## src/rtl/mc_ctrl.sv

```systemverilog
// Multicycle MIPS-subset control FSM: IF -> ID -> EXE -> MEM -> WB (plus EXC).
// Build option: define OVF_TRAP_EN to send addi overflow in WB to the EXC state.
module mc_ctrl (
  input  logic       clk,
  input  logic       reset,
  input  logic [5:0] op,
  input  logic [5:0] funct,
  input  logic       zero,
  input  logic       overflow,
  output logic       pc_wr,
  output logic       ir_wr,
  output logic       reg_wr,
  output logic       mem_wr,
  output logic [2:0] alu_ctr,
  output logic       addi_sel,
  output logic       alu_src,
  output logic       ext_op,
  output logic       reg_dst,
  output logic       mem_to_reg,
  output logic [1:0] npc_sel,
  output logic [2:0] state,
  output logic       exc
);

  typedef enum logic [2:0] {
    S_IF  = 3'd0,
    S_ID  = 3'd1,
    S_EXE = 3'd2,
    S_MEM = 3'd3,
    S_WB  = 3'd4,
    S_EXC = 3'd5
  } state_e;

  typedef enum logic [2:0] {
    K_NONE, K_ALU, K_ADDI, K_LW, K_SW, K_BEQ, K_J
  } kind_e;

  state_e     state_q, state_d;
  kind_e      kind_q, kind_d;
  logic [2:0] alu_ctr_q, dec_alu;
  logic       alu_src_q, dec_src;
  logic       ext_op_q, dec_ext;
  logic       reg_dst_q, dec_dst;
  logic       mem_to_reg_q, dec_m2r;
  logic       addi_sel_q;

  // Instruction decode; only sampled in ID, while the IR is stable.
  always_comb begin
    kind_d  = K_NONE;
    dec_alu = 3'b000;
    dec_src = 1'b1;
    dec_ext = 1'b1;
    dec_dst = 1'b0;
    dec_m2r = 1'b0;
    case (op)
      6'b000000: begin
        dec_src = 1'b0;
        dec_ext = 1'b0;
        dec_dst = 1'b1;
        case (funct)
          6'b100001: begin kind_d = K_ALU; dec_alu = 3'b001; end
          6'b100011: begin kind_d = K_ALU; dec_alu = 3'b010; end
          6'b101010: begin kind_d = K_ALU; dec_alu = 3'b011; end
          default:   kind_d = K_NONE;
        endcase
      end
      6'b001101: begin kind_d = K_ALU;  dec_alu = 3'b100; dec_ext = 1'b0; end
      6'b001111: begin kind_d = K_ALU;  dec_alu = 3'b000; dec_ext = 1'b0; end
      6'b001000: begin kind_d = K_ADDI; dec_alu = 3'b001; end
      6'b001001: begin kind_d = K_ALU;  dec_alu = 3'b001; end
      6'b100011: begin kind_d = K_LW;   dec_alu = 3'b001; dec_m2r = 1'b1; end
      6'b101011: begin kind_d = K_SW;   dec_alu = 3'b001; end
      6'b000100: begin kind_d = K_BEQ;  dec_alu = 3'b010; dec_src = 1'b0; end
      6'b000010: kind_d = K_J;
      default:   kind_d = K_NONE;
    endcase
  end

  always_comb begin
    state_d = S_IF;
    case (state_q)
      S_IF:  state_d = S_ID;
      S_ID:  state_d = (kind_d == K_NONE || kind_d == K_J) ? S_IF : S_EXE;
      S_EXE: begin
        case (kind_q)
          K_LW, K_SW: state_d = S_MEM;
          K_BEQ:      state_d = S_IF;
          default:    state_d = S_WB;
        endcase
      end
      S_MEM: state_d = (kind_q == K_LW) ? S_WB : S_IF;
`ifdef OVF_TRAP_EN
      S_WB:  state_d = (kind_q == K_ADDI && overflow) ? S_EXC : S_IF;
`else
      S_WB:  state_d = S_IF;
`endif
      default: state_d = S_IF;
    endcase
  end

  // Datapath selects are latched on ID->EXE and held until the instruction retires.
  always_ff @(posedge clk) begin
    if (reset) begin
      state_q      <= S_IF;
      kind_q       <= K_NONE;
      alu_ctr_q    <= 3'b000;
      alu_src_q    <= 1'b0;
      ext_op_q     <= 1'b0;
      reg_dst_q    <= 1'b0;
      mem_to_reg_q <= 1'b0;
      addi_sel_q   <= 1'b0;
    end else begin
      state_q <= state_d;
      if (state_q == S_ID && state_d == S_EXE) begin
        kind_q       <= kind_d;
        alu_ctr_q    <= dec_alu;
        alu_src_q    <= dec_src;
        ext_op_q     <= dec_ext;
        reg_dst_q    <= dec_dst;
        mem_to_reg_q <= dec_m2r;
        addi_sel_q   <= (kind_d == K_ADDI);
      end else if (state_d == S_IF || state_d == S_EXC) begin
        kind_q       <= K_NONE;
        alu_ctr_q    <= 3'b000;
        alu_src_q    <= 1'b0;
        ext_op_q     <= 1'b0;
        reg_dst_q    <= 1'b0;
        mem_to_reg_q <= 1'b0;
        addi_sel_q   <= 1'b0;
      end
    end
  end

`ifdef OVF_TRAP_EN
  logic exc_q;
  always_ff @(posedge clk) begin
    if (reset) exc_q <= 1'b0;
    else       exc_q <= (state_d == S_EXC);
  end
  assign exc = exc_q;
`else
  assign exc = 1'b0;
`endif

  // Write enables follow the current state and the same-cycle ALU flags,
  // and are forced low while reset is held so an aborted instruction never commits.
  assign ir_wr  = !reset && (state_q == S_IF);
  assign pc_wr  = !reset && ((state_q == S_IF) ||
                             (state_q == S_ID && kind_d == K_J) ||
                             (state_q == S_EXE && kind_q == K_BEQ && zero));
  assign mem_wr = !reset && (state_q == S_MEM) && (kind_q == K_SW);
  assign reg_wr = !reset && (state_q == S_WB) && !(kind_q == K_ADDI && overflow);

  always_comb begin
    npc_sel = 2'b00;
    if (state_q == S_ID && kind_d == K_J)                   npc_sel = 2'b10;
    else if (state_q == S_EXE && kind_q == K_BEQ && zero)   npc_sel = 2'b01;
  end

  assign alu_ctr    = alu_ctr_q;
  assign alu_src    = alu_src_q;
  assign ext_op     = ext_op_q;
  assign reg_dst    = reg_dst_q;
  assign mem_to_reg = mem_to_reg_q;
  assign addi_sel   = addi_sel_q;
  assign state      = state_q;

endmodule
```

## config.mk

```make
export PLATFORM = sky130hd
export DESIGN_NAME = mc_ctrl
export DESIGN_NICKNAME = d
export VERILOG_FILES = /design/src/rtl/mc_ctrl.sv
export SDC_FILE = /design/constraint.sdc
export NUM_CORES = 1
export LEC_CHECK = 0
export BUFFER_PORTS_ARGS = -buffer_cell sky130_fd_sc_hd__buf_2
export CAP_MARGIN = 20
export CORE_MARGIN = 4
export CORE_UTILIZATION = 35
export CTS_CLUSTER_SIZE = 20
export DETAILED_ROUTE_END_ITERATION = 10
export PLACE_DENSITY = 0.56
export SYNTH_ARGS = -nofsm -noshare
export SYNTH_HDL_FRONTEND = slang
export SYNTH_SLANG_ARGS = --single-unit
```

## constraint.sdc

```tcl
create_clock -name clk -period 3.2 [get_ports clk]
set_input_delay 0.32 -clock clk [delete_from_list [all_inputs] [get_ports clk]]
set_output_delay 0.32 -clock clk [all_outputs]
set_load 0.005 [all_outputs]
```

==> Word-level counts from Yosys, hierarchy flattened <==
Index checks and enable logic that the tools add are counted.
{ "word_totals": {"output_inout_bits": 18, "wordCells": 82, "input_bits": 16, "ff_bits": 14} }
{ "classes": {"muxes": 23, "n_reduce_logical": 28, "n_eq_ne": 23} }
{ "ops": {"columns": ["cell", "n"], "rows": [
  ["$eq 6x6->1 const B", 5],
  ["$eq 6x4->1 const B", 4],
  ["$pmux 3 s4", 2],
  ["$pmux 3 s7", 1],
  ["$eq 3x2->1 const B", 6],
  ["$eq 3x3->1 const B", 5],
  ["$mux 1", 12],
  ["$mux 3", 4],
  ["$logic_and 1x1->1", 11],
  ["$logic_not 3->1", 3],
  ["$reduce_or 3->1", 3],
  ["$eq 6x2->1 const B", 1],
  ["$eq 6x3->1 const B", 1],
  ["$logic_not 6->1", 1],
  ["$pmux 2 s3", 1],
  ["$pmux 3 s2", 1],
  ["$logic_or 1x1->1", 4],
  ["$mux 2", 2],
  ["$reduce_or 2->1", 2],
  ["$reduce_or 4->1", 1],
  ["$eq 3x1->1 const B", 1],
  ["$logic_not 1->1", 2],
  ["$reduce_bool 2->1", 1]
]} }

==> Depth between registers and ports, before layout <==
{ "depth": {"depth_word": 12, "mapped_depth": 7, "ltp_nobuf": 5} }

==> Least setup slack after synthesis <==
OpenSTA, ideal clock, no wires.
{ "synth_timing": {"kind": "input -> register", "start": "input op[2]", "end": "register addi_sel_q (netlist: addi_sel)", "cell_stages": 6, "path_buffers": 1, "arrival_ps": 1496, "slack_ps": 1587, "required_ps": 3083, "setup_time_ps": 117, "cell_sequence": "buf_4 -> or4b_1 -> a31o_1 -> a21oi_2 -> nor2_1 -> a22o_1"} }
{ "synth_via": {"elab_chain_len": 10, "elab_cells_between_ends": 24, "classes_between": "eq/ne: 12; mux: 4; reduce/logical: 8"} }
{ "synth_rtl": {"columns": ["element", "line", "source"], "rows": [
  ["start, declared", "6", "input logic [5:0] op,"],
  ["$eq 6x4->1", "55", "case (op)"],
  ["$reduce_or 3->1 (no source line)", null, null],
  ["$pmux 3 s7 *", "55", null],
  ["$eq 3x3->1 / $logic_not 3->1 (equally long branches)", "83", "S_ID: state_d = (kind_d == K_NONE || kind_d == K_J) ? S_IF : S_EXE;"],
  ["$logic_or 1x1->1", "83", null],
  ["$mux 2", "83", null],
  ["$pmux 3 s4", "81", "case (state_q)"],
  ["$eq 3x2->1 (tied with other cells)", "114", "if (state_q == S_ID && state_d == S_EXE) begin"],
  ["$logic_and 1x1->1 / $logic_or 1x1->1 (equally long branches)", "114, 122", null],
  ["$mux 1 / $reduce_bool 2->1 (equally long branches)", null, null],
  ["end signal, assigned", "121", "addi_sel_q <= (kind_d == K_ADDI);"],
  ["end, declared", "45", "logic addi_sel_q;"]
]} }
Every way passes the cells marked *; elsewhere a longest branch is shown, timed or not.
A chain may end at the register's enable or synchronous reset.

==> Final worst setup path <==
{ "layout_timing": {"start": "register state_q[0] (netlist: state[0])", "end": "output reg_wr"} }
{ "layout_via": {"elab_chain_len": 3} }
{ "layout_rtl": {"columns": ["element", "line", "source"], "rows": [
  ["start, declared", "38", "state_e state_q, state_d;"],
  ["start signal, assigned", "113", "state_q <= state_d;"],
  ["$eq 3x3->1", "152", "assign reg_wr = !reset && (state_q == S_WB) && !(kind_q == K_ADDI && overflow);"],
  ["$logic_and 1x1->1 (2 in series)", "152", null],
  ["end, declared", "12", "output logic reg_wr,"]
]} }
Every way passes these cells.

==> metrics.md <==
| Metric | Value |
|---|---|
| Status | complete, no violations |
| Switching share of power | 27.4% |
| Clk_lat worst skew | 0.28 ns |
| Die W | 60.7 um |
| Leak | 0.455 nW |
| CTS sink cnt | 14 |
| CP Class | flip-flop to primary output |
| Syn Area/Cell | 7.84 um^2 |
| Tightest Pin Transition | 0.518 ns |
| Max VDD drop | 0.207 mV |
| CTS Hold Buffers Added | 0 |
| Final setup fails | 0 |
| Post-DRT Antenna Nets | 0 |
| H-tree levels | 1 |
| Global-route usage over all layers | 14.2% |
| Port bufs | 32 |
| Met3 wire length | 168 um |
| Largest net degree at the start of global routing | 16 |
| Worst Path Max Fanout | 15 |
| Core Rows | 18 |
| Clock network fraction of design power | 33.8% |
| HPWL after detailed placement | 1860 um |
| Max Slew Vio Count | 0 |
| CP Capture Type | primary output |
| Power Total | 0.000376 W |
| Die height | 60.7 um |
| ANT cells | 0 |
| DR vias | 1011 |
| Comb pwr share | 17.3% |
| Yosys warning total | 0 |
| Clock period minus final worst setup slack | 2.04 ns |
| Distinct cells, synth | 40 |
| Startpoint type of the worst setup path | flip-flop |
| Total Nets Final | 166 |
| Final count of hold timing violations | 0 |
| Max-slew headroom | 65.3% |
| Mapped Nets | 140 |
| Top Metal Used | met4 |
| Area Overhead vs Synth | 14.8% |
| Final period utilization | 63.7% |
| Hold WC Path Type | input pin to flip-flop |
| DR DRC count | 0 |
| Routed length per instance | 13.5 um |
| Net switching power | 0.000103 W |
| FMAX | 491 MHz |
| Post-CTS Resized | 0 |
| Antenna violations before repair | 0 |
| Total die area | 0.00369 mm^2 |
| GPL Wtd Cong | 0.779 |
| Register area share after synthesis | 28.8% |
| Hold Slack | 0.295 ns |
| IO Count | 34 |
| Final WL | 2420 um |
| Setup total negative slack | 0 ns |
| Critical path data arrival time | 1.72 ns |
| Cell-internal power | 0.000273 W |
| Via density | 5.65 |
| Sequential power share | 48.9% |
| Drt first pass iters | 5 |
| Pwr dens | 337 mW/mm^2 |
| Pre-CTS WS | 1.13 ns |
| WP data required | 2.88 ns |
| RSZ-0062 raised after global routing | false |
| First-pass GRT wire length | 4060 um |
| Post-Synthesis Cells | 124 |
| Clk slew on worst S/H paths | 0.09 ns |
| Worst Skew | 0.00159 ns |
| Cell area after synthesis | 972 um^2 |
| Cts bufs inserted | 3 |
| Core area | 0.00257 mm^2 |
| Share of post-route cells with drive strength above 1 | 28.9% |
| Final WS setup | 1.16 ns |
| M1 WL | 1200 um |
| CTS tree | built |
| MaxCap Viol Count | 0 |
| Clk buf depth | 2 |
| Metal2 WL | 1050 um |
| Yosys reg bits | 14 |
| Postcts setup bufs | 0 |
| GRT overflow | 0 |
| Initial Utilization | 37.9% |
| Vias in the first global route | 905 |
| Number of DRC markers in iteration 0 | 30 |
| Clock Root Buffer | clkbuf_4 |
## critical path: stages (launching register included)
cell and delay, ns:
dfxtp_1 0.45, or4b_2 0.70, a31oi_1 0.15, buf_2 0.13
## cell usage in the layout, fill, tap and decap left out, types with 2 or more instances in the layout
cell,Yosys,routed
nand3b_1,3,3
nand2_1,8,8
nor2_1,11,11
nor3_1,6,6
nor4b_1,3,3
nand4b_1,2,2
o21a_1,2,2
a211oi_1,2,2
o21ai_0,6,6
o31ai_2,2,2
nand2b_1,5,5
clkbuf_4,0,3
nand3_1,8,8
buf_2,1,32
o31ai_1,3,3
nor4_1,2,2
inv_1,5,5
a31oi_1,3,3
a22o_1,3,3
a21oi_1,8,8
dfxtp_1,14,14
## layer usage
layer / track usage [%] / vias to the layer above
met3: 4.47 / 2
met5: 0 / -
met1: 20.0 / 463
li1: - / 510
met2: 22.0 / 36
met4: 1.86 / 0
## power groups by stage
stage	clock network [W]	registers, W	logic, W
3_5_place_dp	0	0.000188	0.0000647
2_1_floorplan	0	0.000184	0.0000508
5_1_grt	0.000140	0.000186	0.0000728
3_3_place_gp	0	0.000188	0.0000633
4_1_cts	0.000131	0.000184	0.0000649
6_report	0.000127	0.000184	0.0000651
## metrics by stage
stage          area (um^2)  cells  utilization (%)
2_1_floorplan          972    124                -
3_3_place_gp          1080    175             42.1
3_5_place_dp          1080    175             42.1
4_1_cts               1120    179             43.5
5_1_grt               1120    179             43.5
6_report              1120    179             43.5
## logic make-up after synthesis
kind of cell / synth area share (%)
multiplexers: 1.03
AND/OR/NAND/NOR: 31.5
other: 0.386
AO/OA/AOI/OAI: 26.1
flip-flops: 28.8
XOR/XNOR: 0.901
buffers and inverters: 11.2
## final timing paths
path,startpoint,end,slack (ns),cells past startpoint
min reg2reg,alu_ctr[1]$_SDFFE_PP0P_,alu_ctr[1]$_SDFFE_PP0P_,0.46,2
max reg2reg,state[0]$_SDFF_PP0_,addi_sel$_SDFFE_PP0P_,1.27,3
min,reset,state[2]$_SDFF_PP0_,0.30,2
max,state[0]$_SDFF_PP0_,reg_wr,1.16,3
## cell usage after synthesis, drive strengths merged
master	count	area, um^2
o221ai	1	8.76
nand3b	3	22.5
inv	5	18.8
a211oi	2	15.0
nor3	6	30.0
or3b	1	8.76
o21a	2	15.0
a31oi	3	18.8
a31o	1	8.76
nand3	8	40.0
a32o	1	10.0
or3	1	6.26
or2	1	6.26
nor2	11	41.3
o31ai	5	47.5
a2111oi	1	8.76
and3	2	13.8
dfxtp	14	280
nor4	2	12.5
buf	3	20.0
a21oi	9	48.8
nand4b	2	17.5
mux2i	1	10.0
o41ai	1	8.76
clkbuf	8	70.1
xnor2	1	8.76
nor4b	3	26.3
a21o	1	7.51
a22o	3	26.3
or4b	2	20.0
o21ai	6	30.0
nand2	8	30.0
conb	1	3.75
nand2b	5	31.3
## cell type report
cell class / count / area (um^2)
multi-input cells: 94 / 583
well taps: 30 / 37.5
flip-flops and latches: 14 / 280
inverters: 5 / 18.8
clock buffers: 4 / 36.3
fillers: 289 / 1450
repair buffers: 32 / 160
Power figures use the tool's default switching activity.
